File: src/rtl/imem_loader_pkg.sv
// imem_loader_pkg: shared types and constants for the instruction-memory loader.
//   - ldr_state_t   : loader FSM state encoding
//   - SYNC_BYTE_DEF : default frame start marker
//   - CNT_W         : width of the frame word-count field
//   - cksum_next()  : running checksum update (XOR of data bytes)
// Optional feature macro: IMEM_LOADER_CKSUM_EN (trailing checksum byte).
package imem_loader_pkg;

    typedef enum logic [2:0] {
        ST_IDLE   = 3'd0,
        ST_CNT_LO = 3'd1,
        ST_CNT_HI = 3'd2,
        ST_DATA   = 3'd3,
        ST_CKSUM  = 3'd4,
        ST_DONE   = 3'd5,
        ST_ERR    = 3'd6
    } ldr_state_t;

    localparam logic [7:0] SYNC_BYTE_DEF = 8'hA5;
    localparam int         CNT_W         = 16;

    // XOR-accumulate one data byte into the running checksum.
    function automatic logic [7:0] cksum_next(input logic [7:0] acc, input logic [7:0] b);
        return acc ^ b;
    endfunction

endpackage

File: src/rtl/imem_word_assembler.sv
// imem_word_assembler: packs a little-endian byte stream into 32-bit words.
//   clk, rstn   : clock, synchronous active-low reset
//   clr         : synchronous clear of the partial word (new frame)
//   byte_valid  : byte_data is consumed this cycle
//   byte_data   : incoming byte
//   word_valid  : high in the cycle the 4th byte of a word is consumed
//   word        : assembled word (first byte in bits 7:0), valid with word_valid
module imem_word_assembler (
    input  logic        clk,
    input  logic        rstn,
    input  logic        clr,
    input  logic        byte_valid,
    input  logic [7:0]  byte_data,
    output logic        word_valid,
    output logic [31:0] word
);

    logic [1:0]  byte_cnt_r;
    logic [23:0] shift_r;

    // Byte position counter and shift register holding the first three bytes.
    always_ff @(posedge clk) begin
        if (!rstn) begin
            byte_cnt_r <= 2'd0;
            shift_r    <= 24'd0;
        end else if (clr) begin
            byte_cnt_r <= 2'd0;
            shift_r    <= 24'd0;
        end else if (byte_valid) begin
            byte_cnt_r <= byte_cnt_r + 2'd1;
            shift_r    <= {byte_data, shift_r[23:8]};
        end else begin
            byte_cnt_r <= byte_cnt_r;
            shift_r    <= shift_r;
        end
    end

    // The 4th byte completes the word directly so the owner can register it at once.
    always_comb begin
        word_valid = byte_valid && (byte_cnt_r == 2'd3);
        word       = {byte_data, shift_r};
    end

endmodule

File: src/rtl/imem_loader.sv
// imem_loader: receives a framed byte stream and writes it into instruction memory,
// holding the CPU in reset until a frame completes.
// Frame: SYNC_BYTE, N[7:0], N[15:8], N little-endian words, [checksum byte].
//   clk, rstn          : clock, synchronous active-low reset
//   rx_valid/rx_data   : byte stream input; rx_ready accepts (always 1 out of reset)
//   im_we/im_addr/im_wdata : one-cycle instruction-memory write
//   cpu_rstn           : active-low CPU reset, released the cycle after DONE
//   done / err         : status of the last load
// Optional feature macro: IMEM_LOADER_CKSUM_EN adds the trailing XOR checksum byte.
module imem_loader
    import imem_loader_pkg::*;
#(
    parameter int         ADDR_W    = 8,
    parameter logic [7:0] SYNC_BYTE = SYNC_BYTE_DEF
) (
    input  logic              clk,
    input  logic              rstn,
    input  logic              rx_valid,
    input  logic [7:0]        rx_data,
    output logic              rx_ready,
    output logic              im_we,
    output logic [ADDR_W-1:0] im_addr,
    output logic [31:0]       im_wdata,
    output logic              cpu_rstn,
    output logic              done,
    output logic              err
);

    // Largest legal word count: the full memory capacity.
    localparam logic [CNT_W:0] CAP = {{CNT_W{1'b0}}, 1'b1} << ADDR_W;

    ldr_state_t        state_r, state_s;
    logic              rx_ready_r, im_we_r, cpu_rstn_r, done_r, err_r;
    logic [ADDR_W-1:0] im_addr_r, word_idx_r;
    logic [31:0]       im_wdata_r;
    logic [CNT_W-1:0]  cnt_r, n_full_s;
    logic              acc_s, start_s, last_word_s, word_valid_s;
    logic [31:0]       word_s;
`ifdef IMEM_LOADER_CKSUM_EN
    logic [7:0]        cksum_r;
`endif

    imem_word_assembler u_asm (
        .clk        (clk),
        .rstn       (rstn),
        .clr        (start_s),
        .byte_valid (acc_s && (state_r == ST_DATA)),
        .byte_data  (rx_data),
        .word_valid (word_valid_s),
        .word       (word_s)
    );

    // Handshake, frame-start detection and last-word detection.
    always_comb begin
        acc_s       = rx_valid && rx_ready_r;
        n_full_s    = {rx_data, cnt_r[7:0]};
        start_s     = acc_s && (rx_data == SYNC_BYTE) &&
                      ((state_r == ST_IDLE) || (state_r == ST_DONE) || (state_r == ST_ERR));
        last_word_s = word_valid_s && (CNT_W'(word_idx_r) == (cnt_r - 16'd1));
    end

    // Next-state logic.
    always_comb begin
        state_s = state_r;
        case (state_r)
            ST_IDLE, ST_DONE, ST_ERR: begin
                if (start_s) state_s = ST_CNT_LO;
                else         state_s = state_r;
            end
            ST_CNT_LO: begin
                if (acc_s) state_s = ST_CNT_HI;
                else       state_s = state_r;
            end
            ST_CNT_HI: begin
                if (!acc_s)                          state_s = state_r;
                else if ({1'b0, n_full_s} > CAP)     state_s = ST_ERR;
`ifdef IMEM_LOADER_CKSUM_EN
                else if (n_full_s == 16'd0)          state_s = ST_CKSUM;
`else
                else if (n_full_s == 16'd0)          state_s = ST_DONE;
`endif
                else                                 state_s = ST_DATA;
            end
            ST_DATA: begin
`ifdef IMEM_LOADER_CKSUM_EN
                if (last_word_s) state_s = ST_CKSUM;
`else
                if (last_word_s) state_s = ST_DONE;
`endif
                else             state_s = state_r;
            end
`ifdef IMEM_LOADER_CKSUM_EN
            ST_CKSUM: begin
                if (!acc_s)                  state_s = state_r;
                else if (rx_data == cksum_r) state_s = ST_DONE;
                else                         state_s = ST_ERR;
            end
`endif
            default: state_s = ST_IDLE;
        endcase
    end

    // State, counters, checksum and registered outputs.
    always_ff @(posedge clk) begin
        if (!rstn) begin
            state_r    <= ST_IDLE;
            rx_ready_r <= 1'b0;
            im_we_r    <= 1'b0;
            im_addr_r  <= '0;
            im_wdata_r <= 32'd0;
            cpu_rstn_r <= 1'b0;
            done_r     <= 1'b0;
            err_r      <= 1'b0;
            word_idx_r <= '0;
            cnt_r      <= 16'd0;
`ifdef IMEM_LOADER_CKSUM_EN
            cksum_r    <= 8'd0;
`endif
        end else begin
            state_r    <= state_s;
            rx_ready_r <= 1'b1;
            im_we_r    <= word_valid_s;
            if (word_valid_s) begin
                im_addr_r  <= word_idx_r;
                im_wdata_r <= word_s;
            end else begin
                im_addr_r  <= im_addr_r;
                im_wdata_r <= im_wdata_r;
            end
            if (start_s) begin
                done_r     <= 1'b0;
                err_r      <= 1'b0;
                cpu_rstn_r <= 1'b0;
                word_idx_r <= '0;
                cnt_r      <= 16'd0;
`ifdef IMEM_LOADER_CKSUM_EN
                cksum_r    <= 8'd0;
`endif
            end else begin
                done_r     <= done_r || ((state_s == ST_DONE) && (state_r != ST_DONE));
                err_r      <= err_r  || ((state_s == ST_ERR)  && (state_r != ST_ERR));
                // Release the CPU one cycle after DONE was entered.
                cpu_rstn_r <= cpu_rstn_r || (state_r == ST_DONE);
                // Counter parks on the last word instead of wrapping.
                if (word_valid_s && !last_word_s) word_idx_r <= word_idx_r + ADDR_W'(1'b1);
                else                              word_idx_r <= word_idx_r;
                if (acc_s && (state_r == ST_CNT_LO))      cnt_r <= {cnt_r[15:8], rx_data};
                else if (acc_s && (state_r == ST_CNT_HI)) cnt_r <= n_full_s;
                else                                      cnt_r <= cnt_r;
`ifdef IMEM_LOADER_CKSUM_EN
                if (acc_s && (state_r == ST_DATA)) cksum_r <= cksum_next(cksum_r, rx_data);
                else                               cksum_r <= cksum_r;
`endif
            end
        end
    end

    assign rx_ready = rx_ready_r;
    assign im_we    = im_we_r;
    assign im_addr  = im_addr_r;
    assign im_wdata = im_wdata_r;
    assign cpu_rstn = cpu_rstn_r;
    assign done     = done_r;
    assign err      = err_r;

endmodule

File: config.mk
export PLATFORM = sky130hd
export DESIGN_NAME = imem_loader
export DESIGN_NICKNAME = d
export VERILOG_FILES = /design/src/rtl/imem_loader_pkg.sv /design/src/rtl/imem_word_assembler.sv /design/src/rtl/imem_loader.sv
export SDC_FILE = /design/constraint.sdc
export NUM_CORES = 1
export LEC_CHECK = 0
export CAP_MARGIN = 30
export CORE_UTILIZATION = 45
export CTS_BUF_LIST = sky130_fd_sc_hd__clkbuf_2 sky130_fd_sc_hd__clkbuf_4 sky130_fd_sc_hd__clkbuf_8
export DETAILED_ROUTE_END_ITERATION = 8
export PLACE_DENSITY = 0.67
export SYNTH_ARGS = -nofsm -noshare
export SYNTH_HDL_FRONTEND = slang
export SYNTH_SLANG_ARGS = --single-unit
File: constraint.sdc
create_clock -name clk -period 3.09 [get_ports clk]
set_clock_uncertainty 0.2 [all_clocks]
set_input_delay 0.618 -clock clk [delete_from_list [all_inputs] [get_ports clk]]
set_output_delay 0.618 -clock clk [all_outputs]
set_load 0.05 [all_outputs]
; Yosys cells after proc, flatten, opt, wreduce, memory -nomap -nowiden
; Cells that the tools add are included.
[word_totals]
in_bits = 11
out_inout_bits = 45
register_bits = 98
[classes]
n_lt_le_gt_ge = 1
n_mux = 9
reduce_logical = 22
bitwise = 2
n_eq_ne = 12
n_addsub = 3
[op_table]
columns = cell, n
row1 = 2-to-1 mux 3 bit, 6
row2 = == test 8 x 16 -> 1 bit, 1
row3 = "> comparator 16 x 9 -> 1 bit, second input constant", 1
row4 = zero test 16 bit, 1
row5 = "subtractor 16 x 1 -> 16 bit, second input constant", 1
row6 = "== test 3 bit, second input constant", 4
row7 = one-hot mux 3 bit (4 select lines), 1
row8 = logical AND 1 bit, 11
row9 = "adder 8 x 1 -> 8 bit, second input constant", 1
row10 = "== test 8 bit, second input constant", 1
row11 = 2-to-1 mux 8 bit, 1
row12 = "== test 3 x 2 -> 1 bit, second input constant", 2
row13 = "!= test 3 bit, second input constant", 2
row14 = logical OR 1 bit, 5
row15 = "== test 3 x 1 -> 1 bit, second input constant", 1
row16 = zero test 3 bit, 1
row17 = OR reduction 3 bit, 1
row18 = "adder 2 x 1 -> 2 bit, second input constant", 1
row19 = "== test 2 bit, second input constant", 1
row20 = NOT 1 bit, 2
row21 = AND reduction 2 bit, 1
row22 = OR reduction 2 bit, 1
row23 = zero test 1 bit, 1
row24 = 2-to-1 mux 1 bit, 1

; Depth between registers and ports, before layout
[depth]
depth_word = 9
mapped_depth = 11
mapped_depth_nobuf = 9

; Cells and area by module
; A second synthesis with hierarchy kept.
[unflattened]
cells_unflattened = 474
area_unflattened_um2 = 4421.7
[by_module_without_submodules]
columns = mod, seq_area_each_um2, area_per_inst_um2, cells_each, n_inst
row1 = imem_loader, 1441.4, 3374.5, 379, 1
row2 = imem_word_assembler, 520.5, 1047.3, 95, 1

; Least setup slack after synthesis
; Ideal clock, no wire load.
[synth_path]
path_kind = in2reg
from = input rx_data[1]
to = register state_r[1]
setup_ps = 115
cell_stages = 5
arrival_ps = 2317
path_slack_ps = 458
cell_sequence = or4_1 > or4_1 > or3_1 > a31o_2 > o21a_1
[synth_between]
elab_chain_cells = 5
[synth_lines]
columns = element, line_no
row1 = start: declaration, imem_loader.sv:19  ; input logic [7:0] rx_data,
row2 = branches (longest 4 deep; another with > comparator 16 x 9 -> 1 bit), n/a
row3 = one-hot mux 3 bit (4 select lines) *, imem_loader.sv:65  ; case (state_r)
row4 = end signal: assignment, imem_loader.sv:120  ; state_r <= state_s;
row5 = end: declaration, imem_loader.sv:32  ; ldr_state_t state_r, state_s;
; Mark *: on every way between the ends.
; A chain may end at the register's enable or synchronous reset.

; Worst setup path after layout
[layout_path]
from = input rx_data[3]
to = register state_r[1]
; Same word-level chain as after synthesis.

==> key figures <==
Synth
  • Most common cell in the netlist: nand2_1
  • Post-Syn Nets: 528
  • Synth area leader: dfxtp_1
  • Async set-reset flop share out of synthesis: 0%
  • Avg Synthesized Cell Area: 8.17 µm²
  • Synth area leaders: dfxtp_1 47%, nand2_1 14%, a21boi_0 7.3%, a21oi_1 5.2%, clkbuf_1 2.3%
  • Ys Warns: 0
  • Number of synthesized flops with an enable pin: 0
  • Commonest cells post-synth: 161 x nand2_1, 98 x dfxtp_1, 44 x a21oi_1
  • Most common flop cell mapped by yosys: dfxtp_1
  • Post-synthesis sequential area ratio: 46.7%
  • Mapped Cells: 514
  • Synth Cell Area: 0.00420 mm²
  • Synthesized flop and latch total: 98
  • Synth top area share: 46.7%
  • Synth unique cells: 54

CTS
  • CTS Buffer Depth: 2
  • Num Clock Sinks: 98
  • # Post-CTS Setup Buffers: 0
  • CTS tree: built
  • Post-cts repair resize count: 0
  • Clock root cell: clkbuf_8
  • CTS buffer count: 9
  • Clk_lat worst skew: 370 ps
  • Clk pin slew, worst setup/hold paths: 90 ps
  • H-tree Lvls: 3
  • Hold Buf Count CTS: 0

Layout
  • Multi-input gate area: 0.00209 mm²
  • Post-layout nets: 584
  • Layout cell share with drive strength beyond 1: 9.22%
  • Ant. Diodes: 0
  • Area grow syn2layout: 22.2%
  • Non-Filler Instances: 683
  • Fill count: 825
  • Register area: 0.00196 mm²

Worst setup path
  • CP max-delay cell: or4_1
  • CP dominant cell by count: or4_1
  • Crit path max fanout: 3
  • Slowest Stage Delay on Critical Path: 560 ps
  • Critical path class: primary input to register
  • Arrival time at the worst endpoint: 2850 ps
  • Buf/Inv on CP: 1
  • CP endpoint kind: register
  • Crit start category: primary input
  • CP required: 3150 ps
  • Critical path's top delay family: simple AND/OR/NAND/NOR gates
  • Cell Chain, Critical Path: clkdlybuf4s50_1, or4_1, or4_1, or3_1, a31o_2, o21a_1

Job
  • Max-capacitance violation count: 0

Drt
  • DR pass1 iterations: 4
  • Antenna-violating nets left: 0
  • Via count: 3640
  • DRT iter0 DRCs: 195
  • Routed len/inst: 14.2 µm
  • Drt via density: 5.33
  • Total wire length: 9670 µm
  • DRC Markers: 0

Pwr
  • Max IR drop VDD: 0.000299 V
  • Power per cell area: 418 mW/mm²
  • Leakage: 1.72 nW
  • Final Power: 2.15 mW

Timing
  • Setup violations, final: 0
  • Worst slew pin tran: 515 ps
  • WHS: 264 ps
  • Fin crit share: 90.2%
  • Unrepaired setup endpoints after global routing: no
  • Post-route setup slack: 304 ps
  • Final min period: 2790 ps
  • Max Slew Vio Count: 0
  • Fmax: 359 MHz
  • Final Hold Viols: 0
  • Slew Limit Headroom: 65.5%

Die
  • Core area: 0.00889 mm²
  • Die area: 0.00973 mm²
  • # rows: 34
  • Chip Width: 98.6 µm
  • # IOs: 56
  • Chip Height: 98.6 µm
  • Initial Util: 47.3%

Worst hold path
  • Worst Hold Class: register to register

GRT
  • Vias in the first global route: 3454
  • First-pass GRT wire length: 16700 µm
  • Overall routing resource usage: 21.3%
  • Initial antenna violation count: 0
  • Grt ovf: 0
  • Largest net degree at the start of global routing: 46

Placement
  • DP HPWL: 6930 µm
  • I/O Buffers: 55
  • Dpl cells: 667
  • Final GP Congestion: 0.834
  • Place WS: -55.6 ps

Run status
  • Status: finished, final reports clean
-- worst paths after layout --
| check | startpoint | end | slack (ps) | cells after the start |
|---|---|---|---|---|
| max | rx_data[3] | state_r[1] | 300 | 6 |
| max reg2reg | cnt_r[6] | word_idx_r[6] | 300 | 7 |
| min reg2reg | u_asm.shift_r[6] | u_asm.shift_r[6] | 260 | 2 |
| min | u_asm.shift_r[6] | u_asm.shift_r[6] | 260 | 2 |
-- where the power goes --
part           total [mW]  internal (mW)  leakage, nW  switching, mW
registers            1.26           1.26        0.789       0.000417
logic              0.0715         0.0322        0.831         0.0394
clock network       0.812          0.333        0.101          0.478
total                2.15           1.63         1.72          0.518
-- tightest hold or removal path, cell delays in order (launching register included) --
cell	delay, ps
dfxtp_1	320
nand2_1	50
a21oi_1	50
-- area by class of cell --
cell class              count  area share (%)
flip-flops and latches     98            38.2
multi-input cells         377            40.7
well taps                 108            2.63
repair buffers             77            14.2
clock inverters             6            1.12
inverters                   7           0.512
clock buffers              10            2.68
-- logic make-up (layout without fill, tap and decap cells) --
group                    count (synthesis)  in the layout  synth area share (%)
AO/OA/AOI/OAI                          117            117                  18.6
XOR/XNOR                                 8              8                  1.67
adder cells (fa/ha/maj)                  3              3                 0.893
buffers and inverters                   39            100                  3.72
flip-flops                              98             98                  46.7
multiplexers                            10             10                  2.41
AND/OR/NAND/NOR                        239            239                  26.0
-- routing by layer --
| metal | track usage [%] | vias up | wire (µm) |
|---|---|---|---|
| met5 | 0 | - | 0 |
| li1 | - | 1857 | - |
| met3 | 5.25 | 11 | 533 |
| met2 | 33.9 | 99 | 4370 |
| met1 | 29.2 | 1673 | 4650 |
| met4 | 5.28 | 0 | 113 |
-- sequential cells by signal, indices dropped and copies added (netlist names) --
name / flops
im_wdata: 32
im_addr: 8
u_asm.byte_cnt_r: 2
im_we: 1
err: 1
u_asm.shift_r: 24
rx_ready: 1
state_r: 3
cpu_rstn: 1
word_idx_r: 8
cnt_r: 16
done: 1
-- per-stage QoR --
step           area (µm²)  utilization [%]  TNS [ps]
3_3_place_gp         4940             55.6     -28.3
2_1_floorplan        4200                -         0
6_report             5130             57.8         0
5_1_grt              5130             57.8         0
4_1_cts              5130             57.8         0
3_5_place_dp         4940             55.6     -55.6
-- layout by cell type (no fill, tap or decap), types with 3 or more instances in the layout --
master	count
mux2i_1	9
clkbuf_8	10
or3_1	3
a21boi_0	41
and2_1	4
a21oi_1	44
xnor2_1	5
nor3_1	6
buf_4	21
nor2b_1	6
inv_1	7
dfxtp_1	98
o31ai_1	7
or4_1	8
nand4_1	4
o21ai_0	6
ha_1	3
nor2_1	20
clkinv_4	3
nand2b_1	3
nand3_1	6
nand2_1	161
clkdlybuf4s50_1	55
xor2_1	3
Note: power is estimated with default switching activity, not from simulation.
